--- src/rtl/mac_operand_sequencer_pkg.sv ---
// mac_operand_sequencer_pkg: shared state encoding and address-width helper
package mac_operand_sequencer_pkg;
   localparam logic [2:0] S_IDLE     = 3'd0;
   localparam logic [2:0] S_REQ      = 3'd1;
   localparam logic [2:0] S_WAITADDR = 3'd2;
   localparam logic [2:0] S_WAITACC  = 3'd3;
   localparam logic [2:0] S_WRITE    = 3'd4;
   localparam logic [2:0] S_FINISH   = 3'd5;
   typedef enum logic [2:0] {
      IDLE     = S_IDLE,
      REQ      = S_REQ,
      WAITADDR = S_WAITADDR,
      WAITACC  = S_WAITACC,
      WRITE    = S_WRITE,
      FINISH   = S_FINISH
   } state_t;
   function automatic int addr_w(input int n);
      return (n < 2) ? 1 : $clog2(n);
   endfunction
endpackage

--- src/rtl/mac_operand_sequencer_if.sv ---
// mac_operand_sequencer_if: controller handshake, RAM read ports and C write port
interface mac_operand_sequencer_if #(
   parameter int DIM = 3,
   parameter int DW = 8,
   parameter int AW = mac_operand_sequencer_pkg::addr_w(DIM * DIM)
);
   localparam int CW = 2 * DW + $clog2(DIM) + 1;
   logic start;
   logic opReq;
   logic genAddr;
   logic acum;
   logic [AW-1:0] addrA;
   logic [AW-1:0] addrB;
   logic [DW-1:0] dataA;
   logic [DW-1:0] dataB;
   logic wrEn;
   logic [AW-1:0] wrAddr;
   logic [CW-1:0] wrData;
   logic busy;
   logic done;
   modport slave (
      input start, genAddr, acum, dataA, dataB,
      output opReq, addrA, addrB, wrEn, wrAddr, wrData, busy, done
   );
   modport master (
      output start, genAddr, acum, dataA, dataB,
      input opReq, addrA, addrB, wrEn, wrAddr, wrData, busy, done
   );
endinterface

--- src/rtl/mac_operand_sequencer_mat_index_counter.sv ---
// mat_index_counter: nested i/j/k loop counters, k innermost
module mat_index_counter
   import mac_operand_sequencer_pkg::*;
#(
   parameter int DIM = 3,
   parameter int IW = addr_w(DIM)
) (
   input logic clk,
   input logic rst,
   input logic clr,
   input logic incK,
   input logic nextElem,
   output logic [IW-1:0] i,
   output logic [IW-1:0] j,
   output logic [IW-1:0] k,
   output logic lastK,
   output logic lastElem
);
   localparam logic [IW-1:0] MAX = IW'(DIM - 1);
   assign lastK = k == MAX;
   assign lastElem = (i == MAX) && (j == MAX);
   always_ff @(posedge clk) begin
      if (rst || clr) begin
         i <= '0;
         j <= '0;
         k <= '0;
      end else if (nextElem) begin
         k <= '0;
         j <= (j == MAX) ? '0 : j + 1'b1;
         i <= (j == MAX) ? ((i == MAX) ? '0 : i + 1'b1) : i;
      end else if (incK) begin
         k <= k + 1'b1;
      end
   end
endmodule

--- src/rtl/mac_operand_sequencer.sv ---
// mac_operand_sequencer: steps an external MAC controller through C = A x B, one operand pair per request
module mac_operand_sequencer
   import mac_operand_sequencer_pkg::*;
#(
   parameter int DIM = 3,
   parameter int DW = 8,
   parameter int AW = addr_w(DIM * DIM)
) (
   input logic clk,
   input logic rst,
   mac_operand_sequencer_if.slave bus
);
   localparam int IW = addr_w(DIM);
   localparam int CW = 2 * DW + $clog2(DIM) + 1;
   state_t state;
   logic [IW-1:0] i, j, k;
   logic last_k, last_elem;
   logic clr, inc_k, next_elem;
   logic [CW-1:0] acc, acc_next;
   assign clr = (state == IDLE) && bus.start;
   assign inc_k = (state == WAITACC) && bus.acum && !last_k;
   assign next_elem = state == WRITE;
   // k=0 starts a fresh dot product, so the previous element's sum is discarded here
   assign acc_next = ((k == '0) ? CW'(0) : acc) + CW'(bus.dataA) * CW'(bus.dataB);
   mat_index_counter #(.DIM(DIM), .IW(IW)) cnt (
      .clk(clk),
      .rst(rst),
      .clr(clr),
      .incK(inc_k),
      .nextElem(next_elem),
      .i(i),
      .j(j),
      .k(k),
      .lastK(last_k),
      .lastElem(last_elem)
   );
   always_ff @(posedge clk) begin
      if (rst) begin
         state <= IDLE;
         acc <= '0;
         bus.opReq <= 1'b0;
         bus.wrEn <= 1'b0;
         bus.done <= 1'b0;
         bus.busy <= 1'b0;
         bus.addrA <= '0;
         bus.addrB <= '0;
         bus.wrAddr <= '0;
         bus.wrData <= '0;
      end else begin
         case (state)
            IDLE: if (bus.start) begin
               acc <= '0;
               bus.busy <= 1'b1;
               bus.opReq <= 1'b1;
               state <= REQ;
            end
            REQ: begin
               bus.opReq <= 1'b0;
               state <= WAITADDR;
            end
            WAITADDR: if (bus.genAddr) begin
               bus.addrA <= AW'(i) * AW'(DIM) + AW'(k);
               bus.addrB <= AW'(k) * AW'(DIM) + AW'(j);
               state <= WAITACC;
            end
            WAITACC: if (bus.acum) begin
               acc <= acc_next;
               if (last_k) begin
                  bus.wrEn <= 1'b1;
                  bus.wrAddr <= AW'(i) * AW'(DIM) + AW'(j);
                  bus.wrData <= acc_next;
                  state <= WRITE;
               end else begin
                  bus.opReq <= 1'b1;
                  state <= REQ;
               end
            end
            WRITE: begin
               bus.wrEn <= 1'b0;
               if (last_elem) begin
                  bus.done <= 1'b1;
                  state <= FINISH;
               end else begin
                  bus.opReq <= 1'b1;
                  state <= REQ;
               end
            end
            FINISH: begin
               bus.done <= 1'b0;
               bus.busy <= 1'b0;
               state <= IDLE;
            end
            default: state <= IDLE;
         endcase
      end
   end
endmodule

--- src/flat_wrapper.sv ---
// flat-port wrapper written by rule: the top's interface ports become plain ports
module mac_operand_sequencer_flat import mac_operand_sequencer_pkg::*;
#(
   parameter int DIM = 3,
   parameter int DW = 8,
   parameter int AW = addr_w(DIM * DIM)
)
  (clk, rst, bus_start, bus_genAddr, bus_acum, bus_dataA, bus_dataB, bus_opReq, bus_addrA, bus_addrB, bus_wrEn, bus_wrAddr, bus_wrData, bus_busy, bus_done);
  mac_operand_sequencer_if #(.DIM(DIM), .DW(DW), .AW(AW)) bus_i ();
  input logic clk;
  input logic rst;
  input wire logic [$bits(bus_i.start)-1:0] bus_start;
  input wire logic [$bits(bus_i.genAddr)-1:0] bus_genAddr;
  input wire logic [$bits(bus_i.acum)-1:0] bus_acum;
  input wire logic [$bits(bus_i.dataA)-1:0] bus_dataA;
  input wire logic [$bits(bus_i.dataB)-1:0] bus_dataB;
  output wire logic [$bits(bus_i.opReq)-1:0] bus_opReq;
  output wire logic [$bits(bus_i.addrA)-1:0] bus_addrA;
  output wire logic [$bits(bus_i.addrB)-1:0] bus_addrB;
  output wire logic [$bits(bus_i.wrEn)-1:0] bus_wrEn;
  output wire logic [$bits(bus_i.wrAddr)-1:0] bus_wrAddr;
  output wire logic [$bits(bus_i.wrData)-1:0] bus_wrData;
  output wire logic [$bits(bus_i.busy)-1:0] bus_busy;
  output wire logic [$bits(bus_i.done)-1:0] bus_done;
  assign bus_i.start = bus_start;
  assign bus_i.genAddr = bus_genAddr;
  assign bus_i.acum = bus_acum;
  assign bus_i.dataA = bus_dataA;
  assign bus_i.dataB = bus_dataB;
  assign bus_opReq = bus_i.opReq;
  assign bus_addrA = bus_i.addrA;
  assign bus_addrB = bus_i.addrB;
  assign bus_wrEn = bus_i.wrEn;
  assign bus_wrAddr = bus_i.wrAddr;
  assign bus_wrData = bus_i.wrData;
  assign bus_busy = bus_i.busy;
  assign bus_done = bus_i.done;
  mac_operand_sequencer #(.DIM(DIM), .DW(DW), .AW(AW)) u_core (.clk(clk), .rst(rst), .bus(bus_i));
endmodule
--- config.mk ---
export PLATFORM = sky130hd
export DESIGN_NAME = mac_operand_sequencer_flat
export DESIGN_NICKNAME = d
export VERILOG_FILES = /design/src/rtl/mac_operand_sequencer_pkg.sv /design/src/rtl/mac_operand_sequencer_if.sv /design/src/rtl/mac_operand_sequencer_mat_index_counter.sv /design/src/rtl/mac_operand_sequencer.sv /design/src/flat_wrapper.sv
export SDC_FILE = /design/constraint.sdc
export NUM_CORES = 1
export LEC_CHECK = 0
export ABC_AREA = 1
export BUFFER_PORTS_ARGS = -buffer_cell sky130_fd_sc_hd__buf_2
export CAP_MARGIN = 0
export CORE_MARGIN = 1
export CORE_UTILIZATION = 61
export CTS_CLUSTER_SIZE = 16
export DETAILED_ROUTE_END_ITERATION = 6
export HOLD_SLACK_MARGIN = 0.02
export PLACE_DENSITY_LB_ADDON = 0.15
export SYNTH_ARGS = -nofsm -noshare
export SYNTH_HDL_FRONTEND = slang
export SYNTH_SLANG_ARGS = --single-unit
--- constraint.sdc ---
create_clock -name clk -period 6.3 [get_ports clk]
set_input_delay 1.26 -clock clk [delete_from_list [all_inputs] [get_ports clk]]
set_output_delay 1.26 -clock clk [all_outputs]
set_load 0.05 [all_outputs]
Word-level counts from Yosys, hierarchy flattened
Cells that the tools add are included.

cells by class
  add/subtract/negate cells = 7
  multipliers = 3
  div/mod/pow operators = 0
  order comparisons = 0
  equal/unequal tests = 15
  shift-type cells = 0
  multiplexer cells = 23
  bitwise gates (word level) = 0
  reductions and logical operators = 23

operators by type and width
  cell                 number
  $mux 19              3
  $pmux 19 s2          1
  $add 19x16->19       1
  $mul 8x8->16         1
  $mux 3               5
  $pmux 3 s5           1
  $add 4x2->4          3
  $reduce_and 3->1     4
  $ne 2x2->1 const B   5
  $mul 2x2->4 const B  2
  $reduce_and 2->1     4
  $reduce_bool 2->1    4
  $mux 1               7
  $add 2x1->2 const B  3
  $eq 2x2->1 const B   3
  $eq 3x2->1 const B   2
  $eq 3x3->1 const B   2
  $pmux 1 s2           3
  $reduce_and 5->1     1
  $logic_and 1x1->1    4
  $mux 2               2
  $ne 2x1->1 const B   2
  $pmux 1 s4           1
  $reduce_bool 4->1    1
  6 further kinds      6

storage, ports and cells
  flip-flop bits (word level) = 63
  latch bits = 0
  bits in writable memories = 0
  ROM bits = 0
  input bits = 21
  output and inout bits = 35
  logic and storage cells = 84
  memories = 0

Logic depth before layout (Yosys ltp)
Gate-level depths: netlist of the first run.

  depth after elaboration = 5
  depth in mapped cells = 25
  gate-level depth less buffers = 24

Modules after synthesis
From an unflattened synthesis of the first run, not the netlist that was laid out.

second synthesis, totals
  cells, all modules = 832
  area total of the unflattened synthesis = 5764.3 µm²

modules (own cells, without submodules)
  module                 times used  cells each  area an instance (µm²)  sequential area each (µm²)
  mac_operand_sequencer  1           792         5475.3                  1141.1
  mat_index_counter      1           40          289.0                   120.1

Worst setup path after synthesis of the first run
OpenSTA, ideal clock, no wires.

  path kind = input port to flip-flop
  start point = in bus_dataA[0]
  end point = reg u_core.bus.wrData[16]
  library setup time = 0.109 ns
  arrival time = 4.808 ns
  data required time = 6.191 ns
  path slack = 1.383 ns
  stages on the path = 21
  path buffers = 1
  cells stage by stage = clkbuf_1 -> nand2_1 -> fa_1 -> fa_1 -> inv_1 -> fa_1 -> inv_1 -> fa_1 -> inv_1 -> ha_1 -> nand2_1 -> nor2_1 -> nand2_1 -> nand3_1 -> nand2_1 -> nand2_1 -> nand2_1 -> nand2_1 -> nand2_1 -> nand2_1 -> inv_1

on the way
  word-level cells in the longest chain between the ends = 2

RTL lines
  element               line                            RTL
  start, declared       flat_wrapper.sv:15              input wire logic [$bits(bus_i.dataA)-1:0] bus_dataA;
  $mul 8x8->16          mac_operand_sequencer.sv:24     assign acc_next = ((k == '0) ? CW'(0) : acc) + CW'(bus.dataA) * CW'(bus.dataB);
  $add 19x16->19        mac_operand_sequencer.sv:24
  end signal, assigned  mac_operand_sequencer.sv:71     bus.wrData <= acc_next;
  end, declared         mac_operand_sequencer_if.sv:23  output opReq, addrA, addrB, wrEn, wrAddr, wrData, busy, done

No other way between the ends.
A chain may end at the register's enable or synchronous reset.

Worst setup path in the final report of the first run
  start point = reg u_core.cnt.k[1]
  end point = reg u_core.acc[9]

on the way
  word-level cells in the longest chain between the ends = 5

RTL lines
  element                 line                                           RTL
  start, declared         mac_operand_sequencer_mat_index_counter.sv:15  output logic [IW-1:0] k,
  start signal, assigned  mac_operand_sequencer_mat_index_counter.sv:32  k <= k + 1'b1;
  $logic_not 2->1         mac_operand_sequencer.sv:24
  $mux 19                 mac_operand_sequencer.sv:24
  $add 19x16->19          mac_operand_sequencer.sv:24
  $mux 19                 mac_operand_sequencer.sv:66                    WAITACC: if (bus.acum) begin
  $pmux 19 s2             mac_operand_sequencer.sv:50                    case (state)
  end signal, assigned    mac_operand_sequencer.sv:67                    acc <= acc_next;
  end, declared           mac_operand_sequencer.sv:19                    logic [CW-1:0] acc, acc_next;

No other way between the ends. The select of a mux whose other input is x is not followed.

==> results of run 1 <==
==> flip-flops by register name, summed over array words and instances (netlist names), 2 cells and up <==
register,cells
u_core.bus.addrB,4
u_core.bus.wrData,19
u_core.cnt.k,2
u_core.acc,19
u_core.state,3
u_core.bus.wrAddr,4
u_core.bus.addrA,4
u_core.cnt.i,2
u_core.cnt.j,2
==> worst min path at each step <==
stage	to	cells past startpoint	from	slack (ns)
floorplan	u_core.acc[0]	2	u_core.acc[0]	0.44
CTS	u_core.bus.wrData[3]	2	u_core.bus.wrData[3]	0.46
global route	u_core.acc[16]	2	u_core.acc[16]	0.48
finish	u_core.bus.wrData[3]	2	u_core.bus.wrData[3]	0.46
global placement	u_core.bus.done	2	u_core.bus.done	0.44
detailed placement	u_core.bus.done	2	u_core.bus.done	0.45
==> routing by layer <==
layer / GRT usage (%) / vias up / wire (um)
met3: 3.23 / 33 / 607
met1: 37.8 / 2310 / 5790
met4: 14.1 / 0 / 461
met2: 48.2 / 165 / 6290
li1: - / 2495 / -
met5: 0 / - / 0
==> cell type report <==
class / instances / area [sq um] / area share [%]
Multi-Input combinational cell: 527 / 3560 / 57.6
Sequential cell: 63 / 1260 / 20.4
Clock buffer: 12 / 165 / 2.67
Timing Repair Buffer: 55 / 275 / 4.45
Inverter: 208 / 781 / 12.6
Clock inverter: 1 / 5.00 / 0.0808
Tap cell: 111 / 139 / 2.24
==> report_power, final <==
part | switching (uW) | internal (uW) | total, uW
registers | 11.8 | 415 | 427
logic | 536 | 254 | 790
clock network | 151 | 168 | 318
==> synth_stat cells, drive strengths merged <==
cell type	number	area, sq um
o211ai	1	7.51
xor2	8	70.1
nor4	1	6.26
dfxtp	63	1260
nor2	71	290
o31ai	1	7.51
a211oi	3	22.5
buf	11	83.8
clkinv	1	3.75
xnor2	3	26.3
inv	207	777
clkbuf	20	75.1
nor3	5	30.0
ha	54	676
o22ai	1	6.26
a31oi	1	6.26
fa	54	1080
nand2	229	860
a21oi	46	230
o21ai	26	130
nand3	23	115
==> critical path: stages, from the launching register on <==
cell and delay [ns]:
dfxtp_1 0.38, inv_1 0.16, ha_1 0.48, clkinv_1 0.46, nand2_1 0.22, fa_1 0.42
inv_1 0.09, fa_1 0.43, fa_1 0.49, inv_1 0.07, fa_1 0.55, inv_1 0.05
ha_1 0.34, nand2_1 0.12, nor2_1 0.11, nand2_1 0.06, nand3_1 0.16, xor2_1 0.34
nand2_1 0.09, a21oi_1 0.13
==> per-stage QoR <==
| stage | utilization, % | hold slack (ns) | total power (uW) |
|---|---|---|---|
| 2_1_floorplan | - | 0.440 | 1020 |
| 3_3_place_gp | 65.5 | 0.444 | 1190 |
| 3_5_place_dp | 65.5 | 0.447 | 1210 |
| 4_1_cts | 67.3 | 0.463 | 1530 |
| 5_1_grt | 67.3 | 0.477 | 1660 |
| 6_report | 67.3 | 0.460 | 1530 |
==> cell families after synthesis <==
family | after synthesis
adders and majority gates | 108
AOI/OAI and AO/OA | 79
xor gates and xnor gates | 11
and+or+nand+nor | 329
buffers and inverters | 239
DFF | 63
==> layout by cell type, fill, tap and decap left out, types with 3 or more instances in the layout <==
cell / instances
a211oi_1: 3
xor2_1: 8
dfxtp_1: 63
inv_1: 202
a21oi_1: 46
ha_1: 54
nand2_1: 229
xnor2_1: 3
fa_1: 54
nor3_1: 4
o21ai_0: 19
clkbuf_8: 12
nand3_1: 23
nor2_1: 69
buf_2: 55
o21ai_1: 7
inv_2: 5
==> flow_summary.html, run 1 <==
<table>
<tr><th>Metric</th><th>Value</th></tr>
<tr><th colspan="2">Run status</th></tr>
<tr><td>Result of the run</td><td>complete, but fails checks</td></tr>
<tr><td>Violated checks</td><td>design-rule violations</td></tr>
<tr><th colspan="2">Final layout</th></tr>
<tr><td>Post-route design area</td><td>approximately 6200 sq um</td></tr>
<tr><td>Fraction of final layout cells with drive strength greater than 1</td><td>8.78%</td></tr>
<tr><td>Final non-filler cell total</td><td>977</td></tr>
<tr><td>Fin nets</td><td>993</td></tr>
<tr><td>Area growth, synth to finish</td><td>7.38%</td></tr>
<tr><td>Filler cells</td><td>about 850</td></tr>
<tr><td>Diodes inserted</td><td>0</td></tr>
<tr><th colspan="2">Placement</th></tr>
<tr><td>Routability Congestion</td><td>0.903</td></tr>
<tr><td>Pre-CTS setup slack</td><td>1.06 ns</td></tr>
<tr><td>Half-perimeter wire length of the detailed placement result</td><td>10500 um</td></tr>
<tr><td>Port Buffers</td><td>55</td></tr>
<tr><td>Placed Instances</td><td>964</td></tr>
<tr><td>Cell Area, Placed</td><td>between 6000 and 7000 sq um</td></tr>
<tr><th colspan="2">Timing</th></tr>
<tr><td>Rel. slew slack</td><td>a little under half</td></tr>
<tr><td>Transition time at the pin with the least slew margin</td><td>between 0.7 and 0.8 ns</td></tr>
<tr><td>Minimum period implied by the final worst setup slack</td><td>5.23 ns</td></tr>
<tr><td>Total negative slack for setup checks</td><td>0 ns</td></tr>
<tr><td>Max Freq</td><td>0.191 GHz</td></tr>
<tr><td>Final Skew</td><td>0.00683 ns</td></tr>
<tr><td>Final count of hold timing violations</td><td>0</td></tr>
<tr><td>Number of pins exceeding their max-slew limit in the final report</td><td>0</td></tr>
<tr><td>RSZ-0062 raised after global routing</td><td>false</td></tr>
<tr><td>Final setup fails</td><td>0</td></tr>
<tr><td>Worst-case setup margin in the final layout</td><td>1.07 ns</td></tr>
<tr><td>Crit share post-route</td><td>~83%</td></tr>
<tr><th colspan="2">Synth</th></tr>
<tr><td>Post-synthesis cell type count</td><td>29</td></tr>
<tr><td>Sequential area share after synthesis</td><td>21.9%</td></tr>
<tr><td>Average size of a mapped cell</td><td>6.95 sq um</td></tr>
<tr><td>Synthesis Warnings</td><td>0</td></tr>
<tr><td>Xor and xnor area share after synthesis</td><td>1.67%</td></tr>
<tr><td>Number of standard cells after synthesis</td><td>between 800 and 900</td></tr>
<tr><td>Seq cells post-synth</td><td>63</td></tr>
<tr><td>Synthesized-area fraction occupied by and/or/nand/nor cells</td><td>roughly 23%</td></tr>
<tr><td>Synthesized netlist net count</td><td>approximately 960</td></tr>
<tr><td>Synth Area in Compound Gates</td><td>7.12%</td></tr>
<tr><td>Combinational family with the most area after synthesis</td><td>adder cells</td></tr>
<tr><td>Adder-cell share of the synthesized area</td><td>a little over 30%</td></tr>
<tr><td>Mux cell area share after synthesis</td><td>0%</td></tr>
<tr><td>Area of the mapped netlist</td><td>5770 sq um</td></tr>
<tr><th colspan="2">Clocking</th></tr>
<tr><td>Number of hold-repair buffers added at the cts stage</td><td>0</td></tr>
<tr><td>Post CTS Setup Buffer Count</td><td>0</td></tr>
<tr><td>TritonCTS clock tree</td><td>built</td></tr>
<tr><td>Number of buffers created by CTS</td><td>9</td></tr>
<tr><td>Clock latency reported for the late side of the worst-skew pair</td><td>0.35 ns</td></tr>
<tr><td>Post-CTS resize count</td><td>0</td></tr>
<tr><td>Clock root cell</td><td>clkbuf_8</td></tr>
<tr><td>Number of H-tree levels</td><td>3</td></tr>
<tr><td>Number of clock sinks seen by CTS</td><td>63</td></tr>
<tr><td>Largest buffer count on any clock path</td><td>2</td></tr>
<tr><td>Clock Pin Slew Worst Setup and Hold Paths</td><td>0.06 ns</td></tr>
<tr><th colspan="2">Setup path</th></tr>
<tr><td>Crit. Startpoint</td><td>u_core.cnt.k[1]</td></tr>
<tr><td>Critical path class</td><td>register to register</td></tr>
<tr><td>Worst-case reg-to-reg path depth</td><td>19</td></tr>
<tr><td>Required time of the critical path</td><td>approximately 6.6 ns</td></tr>
<tr><td>Register-to-register setup slack</td><td>roughly 1.1 ns</td></tr>
<tr><td>Worst reg2reg path startpoint</td><td>u_core.cnt.k[1]</td></tr>
<tr><td>Maximum fanout along the worst path</td><td>10</td></tr>
<tr><td>Capturing point of the worst reg2reg path</td><td>u_core.acc[9]</td></tr>
<tr><td>Startpoint class of the critical path</td><td>register</td></tr>
<tr><td>Capture point of the critical path</td><td>u_core.acc[9]</td></tr>
<tr><td>CP arrival</td><td>between 5 and 6 ns</td></tr>
<tr><td>Endpoint type of the worst setup path</td><td>register</td></tr>
<tr><th colspan="2">Power</th></tr>
<tr><td>PwrDens</td><td>248 nW/um^2</td></tr>
<tr><td>Worst vdd rail ir drop</td><td>0.171 mV</td></tr>
<tr><td>Leakage power</td><td>around 0.0036 uW</td></tr>
<tr><th colspan="2">Route</th></tr>
<tr><td>Vias</td><td>around 5000</td></tr>
<tr><td>Routed wirelength normalized by instance count</td><td>13.5 um</td></tr>
<tr><td>Number of DRC markers in iteration 0</td><td>292</td></tr>
<tr><td>Remaining antenna violation count</td><td>0</td></tr>
<tr><td># DRC</td><td>2</td></tr>
<tr><td>Detailed-router iteration count before antenna repair</td><td>7</td></tr>
<tr><td>Total Routed Length</td><td>13200 um</td></tr>
<tr><td>Vias per std cell</td><td>5.12</td></tr>
<tr><th colspan="2">Flow run</th></tr>
<tr><td># Max-Cap Violations</td><td>0</td></tr>
<tr><th colspan="2">Floorplan</th></tr>
<tr><td>Die Height</td><td>99.2 um</td></tr>
<tr><td>Core Rows</td><td>35</td></tr>
<tr><td>DIE AREA</td><td>9840 sq um</td></tr>
<tr><td>Total core area</td><td>slightly above 9000 sq um</td></tr>
<tr><td>Width of the chip</td><td>approximately 99 um</td></tr>
<tr><td>Number of top-level pins</td><td>56</td></tr>
<tr><td>Starting density of the core</td><td>a little over three fifths</td></tr>
<tr><th colspan="2">GRT</th></tr>
<tr><td>Wire length of the first global-routing pass</td><td>roughly 22000 um</td></tr>
<tr><td>Via count of the first global-routing pass</td><td>between 4000 and 5000</td></tr>
<tr><td>Pin count of the biggest net entering global routing</td><td>43</td></tr>
<tr><td>Number of antenna violations at the first check in global routing</td><td>0</td></tr>
<tr><td>Combined global-route utilization of all metal layers</td><td>29.0%</td></tr>
<tr><td>Residual overflow from global routing</td><td>0</td></tr>
<tr><th colspan="2">Worst hold path</th></tr>
<tr><td>Class of the most critical hold timing path</td><td>register to register</td></tr>
</table>
(Power assumes the default switching activity.)
==> run 2: changes to the inputs <==
--- a/config.mk
+++ b/config.mk
@@ -9,7 +9,7 @@
 export BUFFER_PORTS_ARGS = -buffer_cell sky130_fd_sc_hd__buf_2
 export CAP_MARGIN = 0
 export CORE_MARGIN = 1
-export CORE_UTILIZATION = 61
+export CORE_UTILIZATION = 55
 export CTS_CLUSTER_SIZE = 16
 export DETAILED_ROUTE_END_ITERATION = 6
 export HOLD_SLACK_MARGIN = 0.02
==> constraint.sdc (replaced) <==
create_clock -name clk -period 4.65 [get_ports clk]
set_input_delay 0.93 -clock clk [delete_from_list [all_inputs] [get_ports clk]]
set_output_delay 0.93 -clock clk [all_outputs]
set_load 0.05 [all_outputs]
==> run 2 against run 1 <==
Against the previous run: the flow now finishes without violations; clock-buffer cell count shrank 2; non-clock buffer count rose by 35; critical path depth up 1; die area increased by 11%; final cell count increased by 6.4%; wire length fell by 1.6%; cell area up 5.8%; core utilization fell by 3.3 points; register-to-register slack got worse by 0.78 ns; combinational power increased by 47%; flip-flop and latch count did not move; hold slack got worse by 0.011 ns; critical path type is now input port to register; largest cell class unchanged.
==> flow_summary.html, run 2 (same netlist as run 1, synthesis figures left out) <==
<table>
<tr><th>Metric</th><th>Value</th></tr>
<tr><th colspan="2">Power</th></tr>
<tr><td>Logic gate share of total power</td><td>roughly 52%</td></tr>
<tr><td>Internal Pwr Total</td><td>1260 uW</td></tr>
<tr><td>Fraction of power spent switching nets</td><td>43.7%</td></tr>
<tr><td>Sequential Power Share</td><td>approximately 26%</td></tr>
<tr><td>Switching power summed over all nets</td><td>982 uW</td></tr>
<tr><td>PwrDens</td><td>between 300 and 400 nW/um^2</td></tr>
<tr><td>Clock power frac</td><td>22.5%</td></tr>
<tr><td>Leakage power</td><td>between 0.003 and 0.004 uW</td></tr>
<tr><td>Total power after layout</td><td>2250 uW</td></tr>
<tr><td>Worst vdd rail ir drop</td><td>0.221 mV</td></tr>
<tr><th colspan="2">Clocking</th></tr>
<tr><td>Clock root cell</td><td>clkbuf_8</td></tr>
<tr><td>Largest buffer count on any clock path</td><td>2</td></tr>
<tr><td>Number of buffers created by CTS</td><td>9</td></tr>
<tr><td>Number of clock sinks seen by CTS</td><td>63</td></tr>
<tr><td>Clock latency reported for the late side of the worst-skew pair</td><td>0.36 ns</td></tr>
<tr><td>Clock Pin Slew Worst Setup and Hold Paths</td><td>0.07 ns</td></tr>
<tr><td>Number of H-tree levels</td><td>3</td></tr>
<tr><td>TritonCTS clock tree</td><td>built</td></tr>
<tr><td>Number of hold-repair buffers added at the cts stage</td><td>0</td></tr>
<tr><th colspan="2">Placement</th></tr>
<tr><td>Half-perimeter wire length of the detailed placement result</td><td>approximately 10000 um</td></tr>
<tr><td>Routability Congestion</td><td>0.898</td></tr>
<tr><td>Port Buffers</td><td>55</td></tr>
<tr><th colspan="2">Timing</th></tr>
<tr><td>Final count of hold timing violations</td><td>0</td></tr>
<tr><td>Number of pins exceeding their max-slew limit in the final report</td><td>0</td></tr>
<tr><td>Rel. slew slack</td><td>45.0%</td></tr>
<tr><td>Transition time at the pin with the least slew margin</td><td>slightly above 0.8 ns</td></tr>
<tr><td>Minimum period implied by the final worst setup slack</td><td>roughly 4.4 ns</td></tr>
<tr><td>Crit share post-route</td><td>a little over nine tenths</td></tr>
<tr><td>Max Freq</td><td>roughly 0.23 GHz</td></tr>
<tr><td>Final Skew</td><td>about 0.013 ns</td></tr>
<tr><td>Final setup fails</td><td>0</td></tr>
<tr><th colspan="2">Route</th></tr>
<tr><td>Detailed-router iteration count before antenna repair</td><td>5</td></tr>
<tr><td>Vias per std cell</td><td>just under 5</td></tr>
<tr><td>Total Routed Length</td><td>about 13000 um</td></tr>
<tr><td>Routed wirelength normalized by instance count</td><td>about 12 um</td></tr>
<tr><td># DRC</td><td>0</td></tr>
<tr><td>Vias</td><td>about 5100</td></tr>
<tr><td>Remaining antenna violation count</td><td>0</td></tr>
<tr><td>Number of DRC markers in iteration 0</td><td>205</td></tr>
<tr><th colspan="2">Floorplan</th></tr>
<tr><td>DIE AREA</td><td>approximately 11000 sq um</td></tr>
<tr><td>Core Rows</td><td>37</td></tr>
<tr><td>Die Height</td><td>104 um</td></tr>
<tr><td>Width of the chip</td><td>about 100 um</td></tr>
<tr><td>Total core area</td><td>about 10000 sq um</td></tr>
<tr><td>Starting density of the core</td><td>56.4%</td></tr>
<tr><td>Number of top-level pins</td><td>56</td></tr>
<tr><th colspan="2">GRT</th></tr>
<tr><td>Combined global-route utilization of all metal layers</td><td>25.1%</td></tr>
<tr><td>Number of antenna violations at the first check in global routing</td><td>0</td></tr>
<tr><td>Pin count of the biggest net entering global routing</td><td>43</td></tr>
<tr><td>Wire length of the first global-routing pass</td><td>21900 um</td></tr>
<tr><td>Residual overflow from global routing</td><td>0</td></tr>
<tr><td>Via count of the first global-routing pass</td><td>4928</td></tr>
<tr><th colspan="2">Setup path</th></tr>
<tr><td>Maximum fanout along the worst path</td><td>8</td></tr>
<tr><td>CP arrival</td><td>4.67 ns</td></tr>
<tr><td>Startpoint class of the critical path</td><td>input port</td></tr>
<tr><td>Critical path class</td><td>input port to register</td></tr>
<tr><td>Register-to-register setup slack</td><td>0.29 ns</td></tr>
<tr><td>Required time of the critical path</td><td>slightly below 5 ns</td></tr>
<tr><td>Endpoint type of the worst setup path</td><td>register</td></tr>
<tr><th colspan="2">Run status</th></tr>
<tr><td>Result of the run</td><td>completed</td></tr>
<tr><th colspan="2">Worst hold path</th></tr>
<tr><td>Class of the most critical hold timing path</td><td>register to register</td></tr>
<tr><th colspan="2">Final layout</th></tr>
<tr><td>Commonest non-fill, non-tap cells in the layout</td><td>nand2_1 (229), inv_1 (202), nor2_1 (69)</td></tr>
<tr><td>Fin nets</td><td>1028</td></tr>
<tr><td>Leading cell type in the layout, fill and taps excluded</td><td>nand2_1</td></tr>
<tr><td>Largest registers ranked by flip-flop count</td><td>u_core.acc x19, u_core.bus.wrData x19</td></tr>
<tr><td>Area growth, synth to finish</td><td>13.7%</td></tr>
<tr><td>Diodes inserted</td><td>0</td></tr>
<tr><td>Filler cells</td><td>between 900 and 1000</td></tr>
<tr><td>Fraction of final layout cells with drive strength greater than 1</td><td>about an eighth</td></tr>
<tr><td>End-of-flow core utilization</td><td>64.0%</td></tr>
<tr><th colspan="2">Flow run</th></tr>
<tr><td># Max-Cap Violations</td><td>0</td></tr>
</table>
[run 2: cell count changes in the layout (fill, tap and decap cells not counted), moves of 2 or more]
cell | before | now
buf_4 | 0 | 35
clkbuf_8 | 12 | 10
clkinv_4 | 0 | 2
nand3_1 | 23 | 21
nand3_2 | 0 | 2
[run 2: cell type report]
class                           count  area [sq um]  share of cell area (%)
Tap cell                          136           170                    2.60
Clock buffer                       10           138                    2.10
Sequential cell                    63          1260                    19.2
Multi-Input combinational cell    527          3590                    54.8
Clock inverter                      6          68.8                    1.05
Inverter                          208           783                    12.0
Timing Repair Buffer               90           541                    8.25
[run 2: per-layer routing]
metal | part of all wire, % | GRT usage, %
met5 | 0 | 0
met4 | 2.0 | 8.47
met3 | 3.6 | 4.32
met2 | 50 | 43.9
met1 | 45 | 31.1
[run 2: per-stage QoR]
step / cell area [sq um] / setup TNS (ns) / hold WS [ns] / setup WS (ns) / std cells
floorplan: 5770 / 0 / 0.440 / 0.0633 / 829
global placement: 6290 / -1.15 / 0.438 / -0.123 / 1021
detailed placement: 6290 / -2.21 / 0.442 / -0.188 / 1021
CTS: 6500 / 0 / 0.452 / 0.124 / 1037
global route: 6550 / -0.0165 / 0.463 / -0.0165 / 1040
finish: 6550 / 0 / 0.449 / 0.234 / 1040
[run 2: path summary, 6_finish.rpt]
path | from | to | depth (start not counted)
setup reg to reg | u_core.cnt.k[1] | u_core.acc[12] | 22
setup / recovery | bus_dataA[5] | u_core.bus.wrData[15] | 20
hold reg to reg | u_core.bus.done | u_core.bus.done | 2
hold / removal | u_core.bus.done | u_core.bus.done | 2
[run 2: power by group through the flow]
stage | sequential [uW] | clock [uW] | combinational (uW)
finish | 577 | 506 | 1160
global route | 580 | 539 | 1320
CTS | 577 | 520 | 1150
detailed placement | 589 | 0 | 1140
global placement | 588 | 0 | 1120
floorplan | 631 | 0 | 754
[run 2: worst max-delay path, stage by stage]
cell and delay (ns):
buf_2 0.16, nand2_1 0.09, inv_1 0.05, fa_1 0.54, fa_1 0.44, fa_1 0.56
inv_1 0.06, fa_1 0.54, inv_1 0.04, ha_1 0.34, nand2_1 0.11, inv_1 0.07
a21oi_1 0.15, nand2_1 0.11, nand2_1 0.11, nand3_1 0.09, nand2_1 0.10, nand2_1 0.06
nand2_1 0.07, inv_1 0.04
[run 2: what timing repair did]
action	CTS	global route
setup buffers	0	3
endpoints found under the setup margin	1	19
resized for setup	1	6
